[src/rtl/serial_tx.sv]
// Framed parallel-to-serial transmitter: start bit (0), WIDTH data bits LSB-first, stop bit (1).
// Every bit is held on tx for CLKS_PER_BIT clocks; all outputs come straight from flip-flops.
module serial_tx #(
   parameter int WIDTH        = 8,
   parameter int CLKS_PER_BIT = 4
) (
   input  logic             clk,
   input  logic             reset,
   input  logic             valid_in,
   input  logic [WIDTH-1:0] data_in,
   output logic             ready,
   output logic             tx,
   output logic             busy,
   output logic             done
);

   typedef enum logic [1:0] {IDLE, START, DATA, STOP} state_t;

   localparam int CW = (CLKS_PER_BIT > 1) ? $clog2(CLKS_PER_BIT) : 1;
   localparam int BW = $clog2(WIDTH + 1);
   localparam logic [CW-1:0] CYC_LAST = CW'(CLKS_PER_BIT - 1);
   localparam logic [BW-1:0] BIT_LAST = BW'(WIDTH - 1);

   state_t           state;
   logic [WIDTH-1:0] shift;
   logic [WIDTH-1:0] shift_next;
   logic [CW-1:0]    cyc;
   logic [BW-1:0]    bit_cnt;
   logic             bit_end;

   // tx is registered, so the next data bit is taken from the already-shifted word
   assign shift_next = shift >> 1;
   assign bit_end    = (cyc == CYC_LAST);

   always_ff @(posedge clk or posedge reset) begin
      if (reset) begin
         state   <= IDLE;
         shift   <= '0;
         cyc     <= '0;
         bit_cnt <= '0;
         tx      <= 1'b1;
         ready   <= 1'b1;
         busy    <= 1'b0;
         done    <= 1'b0;
      end else begin
         done <= 1'b0;
         case (state)
            IDLE: begin
               if (valid_in && ready) begin
                  shift   <= data_in;
                  cyc     <= '0;
                  bit_cnt <= '0;
                  state   <= START;
                  ready   <= 1'b0;
                  busy    <= 1'b1;
                  tx      <= 1'b0;
               end
            end
            START: begin
               if (bit_end) begin
                  cyc   <= '0;
                  state <= DATA;
                  tx    <= shift[0];
               end else begin
                  cyc <= cyc + 1'b1;
               end
            end
            DATA: begin
               if (bit_end) begin
                  cyc   <= '0;
                  shift <= shift_next;
                  if (bit_cnt == BIT_LAST) begin
                     bit_cnt <= '0;
                     state   <= STOP;
                     tx      <= 1'b1;
                  end else begin
                     bit_cnt <= bit_cnt + 1'b1;
                     tx      <= shift_next[0];
                  end
               end else begin
                  cyc <= cyc + 1'b1;
               end
            end
            STOP: begin
               if (bit_end) begin
                  cyc   <= '0;
                  state <= IDLE;
                  tx    <= 1'b1;
                  ready <= 1'b1;
                  busy  <= 1'b0;
                  done  <= 1'b1;
               end else begin
                  cyc <= cyc + 1'b1;
               end
            end
            default: begin
               state <= IDLE;
               tx    <= 1'b1;
               ready <= 1'b1;
               busy  <= 1'b0;
            end
         endcase
      end
   end

endmodule

[config.mk]
export PLATFORM = sky130hd
export DESIGN_NAME = serial_tx
export DESIGN_NICKNAME = d
export VERILOG_FILES = /design/src/rtl/serial_tx.sv
export SDC_FILE = /design/constraint.sdc
export NUM_CORES = 1
export LEC_CHECK = 0
export BUFFER_PORTS_ARGS = -buffer_cell sky130_fd_sc_hd__buf_2
export CAP_MARGIN = 20
export CORE_UTILIZATION = 55
export CTS_CLUSTER_DIAMETER = 30
export DETAILED_ROUTE_END_ITERATION = 10
export GPL_ROUTABILITY_DRIVEN = 0
export MAX_ROUTING_LAYER = met4
export PLACE_DENSITY = 0.87
export SYNTH_ARGS = -nofsm -noshare
export SYNTH_HDL_FRONTEND = slang
export SYNTH_SLANG_ARGS = --single-unit
[constraint.sdc]
create_clock -name clk -period 5.2 [get_ports clk]
set_input_delay 0.78 -clock clk [delete_from_list [all_inputs] [get_ports clk]]
set_output_delay 0.78 -clock clk [all_outputs]
set_load 0.005 [all_outputs]
* Word-level counts from Yosys, hierarchy flattened
Index checks and enable logic that the tools add are counted.
** Cells by class
- Eq/ne operators :: 10
- Add/subtract/negate cells :: 2
- Mux-type cells :: 28
- Reductions and logical operators :: 9
** Operators by type and width (count)
- $mux W8 :: 2
- $pmux W8 S2 :: 1
- $mux W2 :: 7
- $mux W4 :: 3
- $ne A2 B2 Y1 const B :: 5
- $mux W1 :: 9
- $pmux W2 S4 :: 1
- $pmux W4 S2 :: 1
- $eq A2 B2 Y1 const B :: 3
- $reduce_and A3 Y1 :: 2
- $reduce_and A5 Y1 :: 1
- $add A4 B1 Y4 const B :: 1
- $eq A4 B3 Y1 const B :: 1
- $pmux W1 S2 :: 2
- $pmux W1 S4 :: 1
- $pmux W2 S2 :: 1
- $reduce_and A4 Y1 :: 1
- $reduce_bool A2 Y1 :: 2
- $reduce_or A3 Y1 :: 1
- $add A2 B1 Y2 const B :: 1
- $eq A2 B1 Y1 const B :: 1
- $logic_not A2 Y1 :: 1
- $logic_and A1 B1 Y1 :: 1
** Storage, ports and cells
- Bits in registers :: 20
- Output and inout port bits :: 4
- Logic and storage cells :: 57

* Depth between registers and ports, before layout
Gate-level depths: netlist of the first run.
- Depth in word-level cells :: 4
- Gate-level depth with buffers :: 7
- Mapped depth without buffers :: 5

* Worst setup path before layout of the first run
No wires, ideal clock.
- Path type :: flip-flop to flip-flop
- Start point :: register state[0]
- End point :: register state[1]
- Arrival :: 1.685 ns
- Path slack :: 3.388 ns
- Buffers on the path :: 0
- Cell stages (with the launch flop) :: 6
- Required time :: 5.072 ns
- Cell sequence :: dfrtp_1 inv_1 ha_1 or3_4 a221oi_2 mux2_1
** On the way
- Longest elaborated chain between the ends :: 3
- Elaborated cells on any way between the ends :: 11
- Classes of those cells :: 8 x eq/ne; 1 x mux; 2 x reduce/logical
** Ends and longest elaborated chain
- start, declared :: RTL line 24 : state_t state;
- start signal, assigned :: RTL line 37 : state <= IDLE;
- start signal, assigned :: RTL line 53 : state <= START;
- start signal, assigned :: RTL line 62 : state <= DATA;
- $eq A2 B2 Y1 (tied with other cells) :: RTL line 47 : case (state)
- $ne A2 B2 Y1 (no source line)
- $reduce_and A5 Y1 (no source line)
Parallel ways exist; a longest one is shown, timed or not.
A chain may end at the register's enable or synchronous reset.

* Worst setup path after layout of the first run
- Start point :: register state[0]
- End point :: register shift[1]
** On the way
- Longest elaborated chain between the ends :: 3
- Elaborated cells on any way between the ends :: 7
- Classes of those cells :: 3 x eq/ne; 1 x mux; 3 x reduce/logical
** Ends and longest elaborated chain
- $eq A2 B2 Y1 / $logic_not A2 Y1 (equally long branches) :: RTL line 47
- $ne A2 B2 Y1 (no source line) / $reduce_bool A2 Y1 (equally long branches)
- $reduce_and A3 Y1 (no source line)
- end signal, assigned :: RTL line 50 : shift <= data_in;
- end signal, assigned :: RTL line 71 : shift <= shift_next;
- end, declared :: RTL line 25 : logic [WIDTH-1:0] shift;
Parallel ways exist; a longest one is shown, timed or not.

==> metrics.log, run 1 <==
INFO  metric status = finished clean
INFO  metric cts.reportedPaths.clkPinSlew = about 0.11 ns
INFO  metric gr-usage-all-layers = 0.221
INFO  metric postSynthAreaPerCell = around 11 um2
INFO  metric worst-setup-path-type = reg -> reg
INFO  metric start_point_of_the_critical_path = state[0]
INFO  metric route.final.wire_length = 1.93 mm
INFO  metric drv_slew = 0
INFO  metric whs = between 0.5 and 0.6 ns
INFO  metric root_buffer_cell = clkbuf_4
INFO  metric hold_class = reg -> reg
INFO  metric globalRoute.totalOverflow = 0
INFO  metric mostFrequentLayoutCell = dfrtp_1
INFO  metric io_buffer_count = 14
INFO  metric setup_viol = 0
INFO  metric critical_path.endpoint_type = flip-flop
INFO  metric critPathArrivalTime = between 2 and 3 ns
INFO  metric postSynthRegisterBits = 20
INFO  metric post_cts_resized = 0
INFO  metric htreeDepth = 1
INFO  metric synth-warning-count = 0
INFO  metric static_leak = approximately 0.00055 uW
INFO  metric syn_area = between 1000 and 1500 um2
INFO  metric timing.critical_path.required = roughly 5.4 ns
INFO  metric p_per_area = between 500 and 600 nW/um2
INFO  metric drive_gt1_frac = 0.348
INFO  metric die_h = approximately 47 um
INFO  metric syn_nets = approximately 120
INFO  metric worst_slew_pin_slew = 0.761 ns
INFO  metric seq_area_frac_synth = 0.458
INFO  metric viasPerCell = ~5.8
INFO  metric via_count = between 700 and 800
INFO  metric fin_worst_skew = around 0.0038 ns
INFO  metric layout_common_cells = dfrtp_1 (18), buf_2 (14), mux2_2 (13)
INFO  metric drt_first_pass_iters = 4
INFO  metric grt_start_max_net_pins = 22
INFO  metric die_area = 2180 um2
INFO  metric detail-route-antenna-nets = 0
INFO  metric cts.repair_timing.setup_buffer_count = 0
INFO  metric io_pins = 15
INFO  metric cp-start-kind = flip-flop
INFO  metric clock_tree_from_tritoncts = built
INFO  metric design.final.nets = between 100 and 150
INFO  metric core_utilization_of_the_finished_layout = 0.674
INFO  metric setup_tns = 0 ns
INFO  metric clock.fmax = 425 MHz
INFO  metric first_global_vias = between 700 and 800
INFO  metric detailedPlace.worstSlack = 2.87 ns
INFO  metric synth_cells = 98
INFO  metric max_cap_violations = 0
INFO  metric initial_antenna_violation_count = 0
INFO  metric numClockSinks = 20
INFO  metric rsz0062_at_grt = no
INFO  metric cp_max_fo = 21
INFO  metric initial_core_util = 0.609
INFO  metric post-route-period-util = 0.452
INFO  metric synth_cell_type_count = 31
INFO  metric clkLatencyLatePin = roughly 0.30 ns
INFO  metric diode_insertion_count_for_antenna_repair = 0
INFO  metric number_of_core_rows = 15
INFO  metric dieWidth = approximately 47 um
INFO  metric cts-hold-fix-buffers = 0
INFO  metric drc = 0
INFO  metric first_iter_violations = 12
INFO  metric max-slew-margin-rel = 0.492
INFO  metric timing.final.hold_violations = 0
INFO  metric hold_path_startpoint = cyc[1]
INFO  metric syn2layout_area_growth = 10.7%
INFO  metric dp_hpwl = 1.41 mm
INFO  metric period_needed = ~2.4 ns
INFO  metric irDropWorstVdd = 0.356 mV
INFO  metric clock_path_buffers = 2
INFO  metric routedWlPerCell = 14.1 um
INFO  metric worst_r2r_startpoint = state[0]
INFO  metric first_pass_grt_wire_length = 3.25 mm
INFO  metric cts_made_buffers = 3
INFO  metric floorplan.core_area = 1800 um2
INFO  metric finalWorstSetupSlack = roughly 2.8 ns
[metal layers]
layer / routed length (um) / share of wire / track usage / vias to the layer above
li1: - / - / - / 382
met1: 909 / 0.47 / 0.304 / 390
met2: 954 / 0.49 / 0.333 / 17
met3: 48 / 0.025 / 0.0314 / 2
met4: 20 / 0.010 / 0.0743 / 0
met5: 0 / 0 / - / -
[final cells by class]
class	count	area [um2]
sequential	20	503
timing repair buffer	14	70.1
clock buffer	4	36.3
inverter	6	22.5
fill	134	587
tap	25	31.3
multi-input combinational	68	552
[critical path, cell delays in order, from the launching register on]
cell and delay (ns):
dfrtp_1 0.43, inv_1 0.12, ha_1 0.66, mux2i_1 0.29
nor2_2 0.35, mux2_2 0.38
[cell families after synthesis]
| kind of cell | synth area share |
|---|---|
| fa+ha+maj | 0.0798 |
| compound gates | 0.141 |
| flops | 0.458 |
| buf+inv | 0.0388 |
| mux | 0.163 |
| simple gates | 0.119 |
[path summary, 6_finish.rpt]
check                           cells after the start         end  slack, ns
worst min-delay path                                2      cyc[1]       0.51
worst max register to register                      5    shift[1]       2.85
min in group asynchronous                           2    shift[2]       0.58
worst min register to register                      2      cyc[1]       0.51
max in group asynchronous                           2  bit_cnt[0]       4.15
worst max-delay path                                5    shift[1]       2.85
[cells in the mapped netlist]
cell type / number / area [um2]
o32a_1: 1 / 10.0
a21o_1: 2 / 15.0
a21boi_2: 1 / 11.3
mux2_2: 13 / 146
dfstp_2: 2 / 52.6
nand4b_1: 2 / 17.5
clkbuf_2: 1 / 5.00
a221oi_2: 1 / 15.0
mux2i_1: 1 / 10.0
inv_1: 6 / 22.5
nor2b_1: 1 / 6.26
a31oi_1: 1 / 6.26
ha_1: 7 / 87.6
o211ai_1: 2 / 15.0
nand2_1: 5 / 18.8
a21oi_1: 2 / 10.0
nand3_1: 2 / 10.0
nor2_2: 1 / 6.26
or3_4: 1 / 11.3
o31ai_1: 1 / 7.51
and2_1: 1 / 6.26
a21bo_2: 1 / 10.0
nor4_1: 1 / 6.26
or2_2: 1 / 6.26
nand3b_1: 2 / 15.0
o21ai_0: 11 / 55.1
mux2_1: 2 / 22.5
nor2_1: 2 / 7.51
nand4_1: 3 / 18.8
buf_2: 3 / 15.0
dfrtp_1: 18 / 450
[through the flow]
stage,std cells,cell area [um2],power (uW)
after floorplan,98,1100,558
after global placement,133,1180,605
after detailed placement,133,1180,627
after CTS,137,1210,718
after global routing,137,1210,769
final,137,1210,716
[power breakdown]
| part | switching [uW] | internal [uW] | total, uW |
|---|---|---|---|
| Sequential | 46.3 | 230 | 276 |
| Combinational | 168 | 182 | 350 |
| Clock | 47.8 | 42.7 | 90.5 |
[state kept, by name (all words and copies together) (netlist names)]
register and cells:
done 1, bit_cnt 4, ready 1, tx 1
state 2, shift 8, cyc 2, busy 1
Power figures use the tool's default switching activity.
==> inputs of run 2 (changes only) <==
Clock period 5.2 ns to 2.45 ns, I/O delays scaled along.
==> run 2 against run 1 <==
Sequential power grew 110%. Highest routed layer unchanged. Clock power grew 110%. First-iteration DRC count grew 8.3%. Count of clock-buffer cells in the layout is the same. Largest cell class unchanged. Largest power group unchanged. Sequential share of layout area shrank 0.25 points. Non-clock buffer count grew 1.
==> metrics.log, run 2 (same netlist as run 1, synthesis figures left out) <==
INFO  metric status = finished clean
INFO  metric io_pins = 15 (unchanged)
INFO  metric cp-start-kind = flip-flop
INFO  metric largest_reg_flops = 8 (unchanged)
INFO  metric initial_antenna_violation_count = 0 (unchanged)
INFO  metric detail-route-antenna-nets = 0 (unchanged)
INFO  metric viasPerCell = 5.83 (+1.0%)
INFO  metric drv_slew = 0 (unchanged)
INFO  metric mostFrequentLayoutCell = dfrtp_1
INFO  metric core_utilization_of_the_finished_layout = 0.678 (+0.00417)
INFO  metric rsz0062_at_grt = no
INFO  metric die_area = 2180 um2 (unchanged)
INFO  metric design.final.nets = 132 (+0.76%)
INFO  metric drive_gt1_frac = 0.354 (+0.00577)
INFO  metric numClockSinks = 20 (unchanged)
INFO  metric cts.reportedPaths.clkPinSlew = 0.11 ns (about the same)
INFO  metric post-route-period-util = 0.841 (+0.389)
INFO  metric fin_worst_skew = 0.00203 ns (-0.00174 ns)
INFO  metric io_buffer_count = 14 (unchanged)
INFO  metric syn2layout_area_growth = 11.4%
INFO  metric via_count = 805 (+1.8%)
INFO  metric irDropWorstVdd = 0.851 mV (+140%)
INFO  metric critPathArrivalTime = 2.25 ns (-0.30 ns)
INFO  metric timing.critical_path.required = 2.64 ns (-2.76 ns)
INFO  metric clock_tree_from_tritoncts = built
INFO  metric layout_common_cells = dfrtp_1 (18), buf_2 (14), mux2_2 (13)
INFO  metric period_needed = 2.06 ns (-0.290 ns)
INFO  metric clkLatencyLatePin = 0.29 ns (about the same)
INFO  metric dieWidth = 46.7 um (unchanged)
INFO  metric hold_class = in -> async
INFO  metric gr-usage-all-layers = 0.209 (-0.0113)
INFO  metric grt_start_max_net_pins = 21 (-4.5%)
INFO  metric floorplan.core_area = 1800 um2 (unchanged)
INFO  metric first_pass_grt_wire_length = 3.08 mm (-5.3%)
INFO  metric clock.fmax = 485 MHz (+14%)
INFO  metric cp_max_fo = 11 (-48%)
INFO  metric diode_insertion_count_for_antenna_repair = 0 (unchanged)
INFO  metric root_buffer_cell = clkbuf_4
INFO  metric registers.top_by_ff_count = shift
INFO  metric timing.final.hold_violations = 0 (unchanged)
INFO  metric drt_first_pass_iters = 4 (unchanged)
INFO  metric die_h = 46.7 um (unchanged)
INFO  metric p_per_area = 1260 nW/um2 (+110%)
INFO  metric cts_made_buffers = 3 (unchanged)
INFO  metric cts-hold-fix-buffers = 0 (unchanged)
INFO  metric registers_with_the_highest_flip_flop_counts = shift: 8 flops, bit_cnt: 4 flops
INFO  metric setup_tns = 0 ns (unchanged)
INFO  metric max_cap_violations = 0 (unchanged)
INFO  metric worst_slew_pin_slew = 0.733 ns (-0.0279 ns)
INFO  metric routedWlPerCell = 14.2 um (+0.77%)
INFO  metric globalRoute.totalOverflow = 0 (unchanged)
INFO  metric drc = 0 (unchanged)
INFO  metric clock_path_buffers = 2 (unchanged)
INFO  metric htreeDepth = 1 (unchanged)
INFO  metric cts.repair_timing.setup_buffer_count = 0 (unchanged)
INFO  metric first_iter_violations = 13 (+1)
INFO  metric max-slew-margin-rel = 0.511 (+0.0180)
INFO  metric setup_viol = 0 (unchanged)
INFO  metric worst-setup-path-type = reg -> reg
INFO  metric critical_path.endpoint_type = flip-flop
INFO  metric initial_core_util = 0.609 (unchanged)
INFO  metric first_global_vias = 698 (-5.7%)
INFO  metric post_cts_resized = 0 (unchanged)
INFO  metric route.final.wire_length = 1.96 mm (+1.5%)
INFO  metric static_leak = 0.000555 uW (+0.94%)
INFO  metric number_of_core_rows = 15 (unchanged)
INFO  metric dp_hpwl = 1.45 mm (+3.1%)
==> run 2: cell types whose count changed in the layout (fill, tap and decap cells not counted) <==
cell	delta
buf_4	+1
==> run 2: power breakdown <==
group          internal, uW  switching (uW)  leakage (uW)
logic                   396             371      0.000293
clock network          90.4            95.9     0.0000210
registers               487            94.1      0.000241
total                   973             561      0.000555
==> run 2: per-layer routing <==
layer | track usage | share of wire | up-vias
met3 | 0.0235 | 0.040 | 2
li1 | - | - | 388
met1 | 0.275 | 0.48 | 387
met4 | 0.0857 | 0.0061 | 0
met2 | 0.328 | 0.48 | 28
met5 | - | 0 | -
==> run 2: path summary, 6_finish.rpt <==
| path | cells past startpoint | slack [ns] | start | to |
|---|---|---|---|---|
| setup / recovery | 5 | 0.39 | state[0] | state[1] |
| max in group asynchronous | 2 | 1.81 | reset | bit_cnt[3] |
| hold reg to reg | 2 | 0.50 | cyc[1] | cyc[1] |
| hold / removal | 2 | 0.18 | reset | shift[1] |
| setup reg to reg | 5 | 0.39 | state[0] | state[1] |
| min in group clk | 3 | 0.34 | data_in[7] | shift[7] |
==> run 2: area by class of cell <==
| class | instances | area (um2) |
|---|---|---|
| fill | 141 | 579 |
| multi-input combinational | 68 | 552 |
| sequential | 20 | 503 |
| timing repair buffer | 15 | 77.6 |
| clock buffer | 4 | 36.3 |
| tap | 25 | 31.3 |
| inverter | 6 | 22.5 |
==> run 2: critical path, cell delays in order (launching register included) <==
cell	delay, ns
dfrtp_1	0.42
inv_1	0.11
ha_1	0.34
or3_4	0.44
a221oi_2	0.31
mux2_1	0.34
==> run 2: per-stage QoR <==
step	hold slack (ns)	cells	instance area (um2)	worst slack, ns	total power (uW)
2_1_floorplan	0.330	98	1100	0.638	1180
3_3_place_gp	0.456	134	1190	0.490	1300
3_5_place_dp	0.463	134	1190	0.390	1350
4_1_cts	0.197	138	1220	0.380	1540
5_1_grt	0.256	138	1220	0.305	1640
6_report	0.179	138	1220	0.389	1530
==> inputs of run 3 (changes only) <==
Settings changed: ABC_AREA set to 1.
Clock period 2.45 ns to 2.06 ns, I/O delays scaled along.
==> run 3 against run 2 <==
Clock power is 8% higher. Sequential share of layout area is 0.46 points lower. Wire length is 6.7% higher. Sequential power is 32% lower. Largest cell class unchanged. Combinational power is 97% lower. Via count is 13% higher. Area after synthesis is 4.3% higher. Worst setup slack worse by 0.16 ns. Synthesized cell count is 38% higher.
==> metrics.log, run 3 <==
INFO  metric irDropWorstVdd = 0.343 mV (-60%)
INFO  metric drt_first_pass_iters = 6 (+2)
INFO  metric number_of_core_rows = 16 (+1)
INFO  metric route.final.wire_length = 2.09 mm (+6.7%)
INFO  metric whs = 0.105 ns (-0.0736 ns)
INFO  metric cts-hold-fix-buffers = 0 (unchanged)
INFO  metric post-synth-top-area-cell = dfrtp_1
INFO  metric clock_tree_from_tritoncts = built
INFO  metric synth_cell_type_count = 21 (-32%)
INFO  metric critPathArrivalTime = 2.04 ns (-0.21 ns)
INFO  metric worst_r2r_startpoint = state[0]
INFO  metric routedWlPerCell = 11.9 um (-16%)
INFO  metric gr-usage-all-layers = 0.216 (+0.00649)
INFO  metric initial_antenna_violation_count = 0 (unchanged)
INFO  metric met3_usage = 0.0340 (+0.0104)
INFO  metric period_needed = 1.83 ns (-0.227 ns)
INFO  metric synth_async_sr_flop_share = 1.00 (unchanged)
INFO  metric status = finished clean
INFO  metric count_of_flip_flops_with_a_built_in_enable_after_synthesis = 0 (unchanged)
INFO  metric cts.repair_timing.setup_buffer_count = 0 (unchanged)
INFO  metric multiInputGateArea = 551 um2 (-0.23%)
INFO  metric detail-route-antenna-nets = 0 (unchanged)
INFO  metric setup_viol = 0 (unchanged)
INFO  metric initial_core_util = 0.584 (-0.0255)
INFO  metric layout.cell_area.non_filler = 1240 um2 (+1.1%)
INFO  metric dieWidth = 47.6 um (+2.1%)
INFO  metric syn_nets = 153 (+32%)
INFO  metric post_synthesis_adder_cell_area_fraction = 0.0765 (-0.00331)
INFO  metric cell_area_after_placement = 1210 um2 (+2.0%)
INFO  metric via_count = 909 (+13%)
INFO  metric met2_usage = 0.373 (+0.0448)
INFO  metric design_power_total = 620 uW (-60%)
INFO  metric worst-r2r-cell-count = 7 (+2)
INFO  metric cts_made_buffers = 3 (unchanged)
INFO  metric max-slew-margin-rel = 0.504 (-0.00619)
INFO  metric core_utilization_of_the_finished_layout = 0.630 (-0.0484)
INFO  metric synth-compound-area-share = 0.142 (+0.000685)
INFO  metric root_buffer_cell = clkbuf_4
INFO  metric critical_path.reg2reg.endpoint = bit_cnt[0]
INFO  metric numClockSinks = 20 (unchanged)
INFO  metric synth_top_family_by_area = simple AND/OR/NAND/NOR gates
INFO  metric cts.reportedPaths.clkPinSlew = 0.11 ns (about the same)
INFO  metric registers.top_by_ff_count = shift
INFO  metric yosysMostFrequentCell = nand2_1
INFO  metric synth-main-ff-cell = dfrtp_1
INFO  metric timing.final.hold_violations = 0 (unchanged)
INFO  metric worst_slew_pin_slew = 0.743 ns (+0.00928 ns)
INFO  metric io_pins = 15 (unchanged)
INFO  metric post_synth_top_area_share = 0.393 (-0.0170)
INFO  metric timing.critical_path.cells = inv_1, ha_1, inv_1, nand2_1, nand2_4, nand2_1, o21ai_1
INFO  metric synth_common_cells = nand2_1 (41), dfrtp_1 (18), inv_1 (13)
INFO  metric setup_tns = 0 ns (unchanged)
INFO  metric floorplan.core_area = 1960 um2 (+8.9%)
INFO  metric mostFrequentLayoutCell = nand2_1
INFO  metric layout_common_cells = nand2_1 (41), dfrtp_1 (18), buf_2 (14)
INFO  metric static_leak = 0.000660 uW (+19%)
INFO  metric drv_slew = 0 (unchanged)
INFO  metric largest_reg_flops = 8 (unchanged)
INFO  metric synth_cells = 135 (+38%)
INFO  metric clock.fmax = 545 MHz (+12%)
INFO  metric registers_with_the_highest_flip_flop_counts = shift: 8 flops, bit_cnt: 4 flops
INFO  metric postSynthRegisterBits = 20 (unchanged)
INFO  metric syn_area = 1140 um2 (+4.3%)
INFO  metric p_per_area = 501 nW/um2 (-60%)
INFO  metric max_cap_violations = 0 (unchanged)
INFO  metric drive_gt1_frac = 0.282 (-0.0721)
INFO  metric synth.mux.area_fraction = 0 (-0.163)
INFO  metric worst-setup-path-type = reg -> reg
INFO  metric slowest_delay = 0.43 ns (about the same)
INFO  metric viasPerCell = 5.16 (-11%)
INFO  metric dp_hpwl = 1.58 mm (+8.8%)
INFO  metric grt_start_max_net_pins = 22 (+4.8%)
INFO  metric first_pass_grt_wire_length = 3.30 mm (+7.2%)
INFO  metric syn2layout_area_growth = 7.98%
INFO  metric critical_path.endpoint_type = flip-flop
INFO  metric postSynthAreaPerCell = 8.48 um2 (-24%)
INFO  metric synth.area.top_cells = dfrtp_1 (39%), nand2_1 (13%), ha_1 (7.7%)
INFO  metric seq_area_frac_synth = 0.439 (-0.0190)
INFO  metric die_area = 2270 um2 (+4.2%)
INFO  metric diode_insertion_count_for_antenna_repair = 0 (unchanged)
INFO  metric globalRoute.totalOverflow = 0 (unchanged)
INFO  metric timing.critical_path.required = 2.27 ns (-0.37 ns)
INFO  metric post-route-period-util = 0.890 (+0.0491)
INFO  metric rrSetupSlack = 0.23 ns (-0.16 ns)
INFO  metric cp_max_fo = 21 (+10)
INFO  metric drc = 0 (unchanged)
INFO  metric n_fill_cell = 176 (+25%)
INFO  metric design.final.nets = 168 (+27%)
INFO  metric clkLatencyLatePin = 0.31 ns (+0.02 ns)
INFO  metric clock_path_buffers = 2 (unchanged)
INFO  metric sequential_cell_area = 503 um2 (unchanged)
INFO  metric hold_class = in -> async
INFO  metric first_global_vias = 854 (+22%)
INFO  metric first_iter_violations = 18 (+5)
INFO  metric synth_xor_area_frac = 0 (unchanged)
INFO  metric globalRoute.busiestLayer = met2
INFO  metric cp_slowest_cell = dfrtp_1
INFO  metric io_buffer_count = 14 (unchanged)
INFO  metric globalRouteMet1Util = 0.251 (-0.0244)
INFO  metric rsz0062_at_grt = no
INFO  metric synth-warning-count = 0 (unchanged)
INFO  metric die_h = 47.6 um (+2.1%)
INFO  metric fin_worst_skew = 0.00587 ns (+0.00384 ns)
INFO  metric htreeDepth = 1 (unchanged)
INFO  metric cp-start-kind = flip-flop
INFO  metric synth_simple_gate_area_share = 0.262 (+0.144)
INFO  metric post_cts_resized = 0 (unchanged)
-- run 3: cell types whose count changed after synthesis, sizes merged, moves of 6 or more --
cell,delta
nand2,+40
mux2,-15
o21ai,+10
inv,+8
nand3,+6
or2,+6
-- run 3: worst max-delay path by stage --
stage          startpoint         end  slack, ns  depth (start not counted)
6_report         state[0]  bit_cnt[0]       0.23                          7
4_1_cts          state[0]    shift[1]       0.24                          7
3_5_place_dp     state[0]  bit_cnt[0]       0.25                          7
3_3_place_gp     state[0]    shift[2]       0.35                          7
2_1_floorplan    state[0]    shift[1]       0.68                          6
5_1_grt          state[0]    shift[1]       0.07                          7
-- run 3: per-stage QoR --
step           std cells  worst slack [ns]
2_1_floorplan        135             0.682
3_3_place_gp         172             0.353
3_5_place_dp         172             0.247
4_1_cts              176             0.235
5_1_grt              176            0.0690
6_report             176             0.226
-- run 3: cells by family (layout without fill, tap and decap cells) --
group,Yosys count,after routing
adder cells (fa/ha/maj),7,7
buffers and inverters,18,32
AND/OR/NAND/NOR,66,66
flip-flops,20,20
AO/OA/AOI/OAI,24,24
-- run 3: cell type report --
type                    instances  area share
repair buffers                 14      0.0567
well taps                      27      0.0273
multi-input cells              97       0.445
clock buffers                   4      0.0213
inverters                      14      0.0425
flip-flops and latches         20       0.407
-- run 3: worst max-delay path, delay by kind of cell, from the launching register on --
| kind | cells | cell delay, ns |
|---|---|---|
| buffers and inverters | 2 | 0.37 |
| flip-flops | 1 | 0.43 |
| AND/OR/NAND/NOR | 3 | 0.44 |
| adder cells (fa/ha/maj) | 1 | 0.41 |
| AO/OA/AOI/OAI | 1 | 0.07 |
-- run 3: per-layer routing --
metal | up-vias | routed length [um]
li1 | 457 | -
met4 | 0 | 26
met5 | - | 0
met1 | 434 | 975
met3 | 3 | 53
met2 | 15 | 1040
-- run 3: power by group --
| part | switching, uW | internal, uW |
|---|---|---|
| Clock | 125 | 75.8 |
| Combinational | 14.2 | 11.9 |
| Sequential | 0 | 393 |
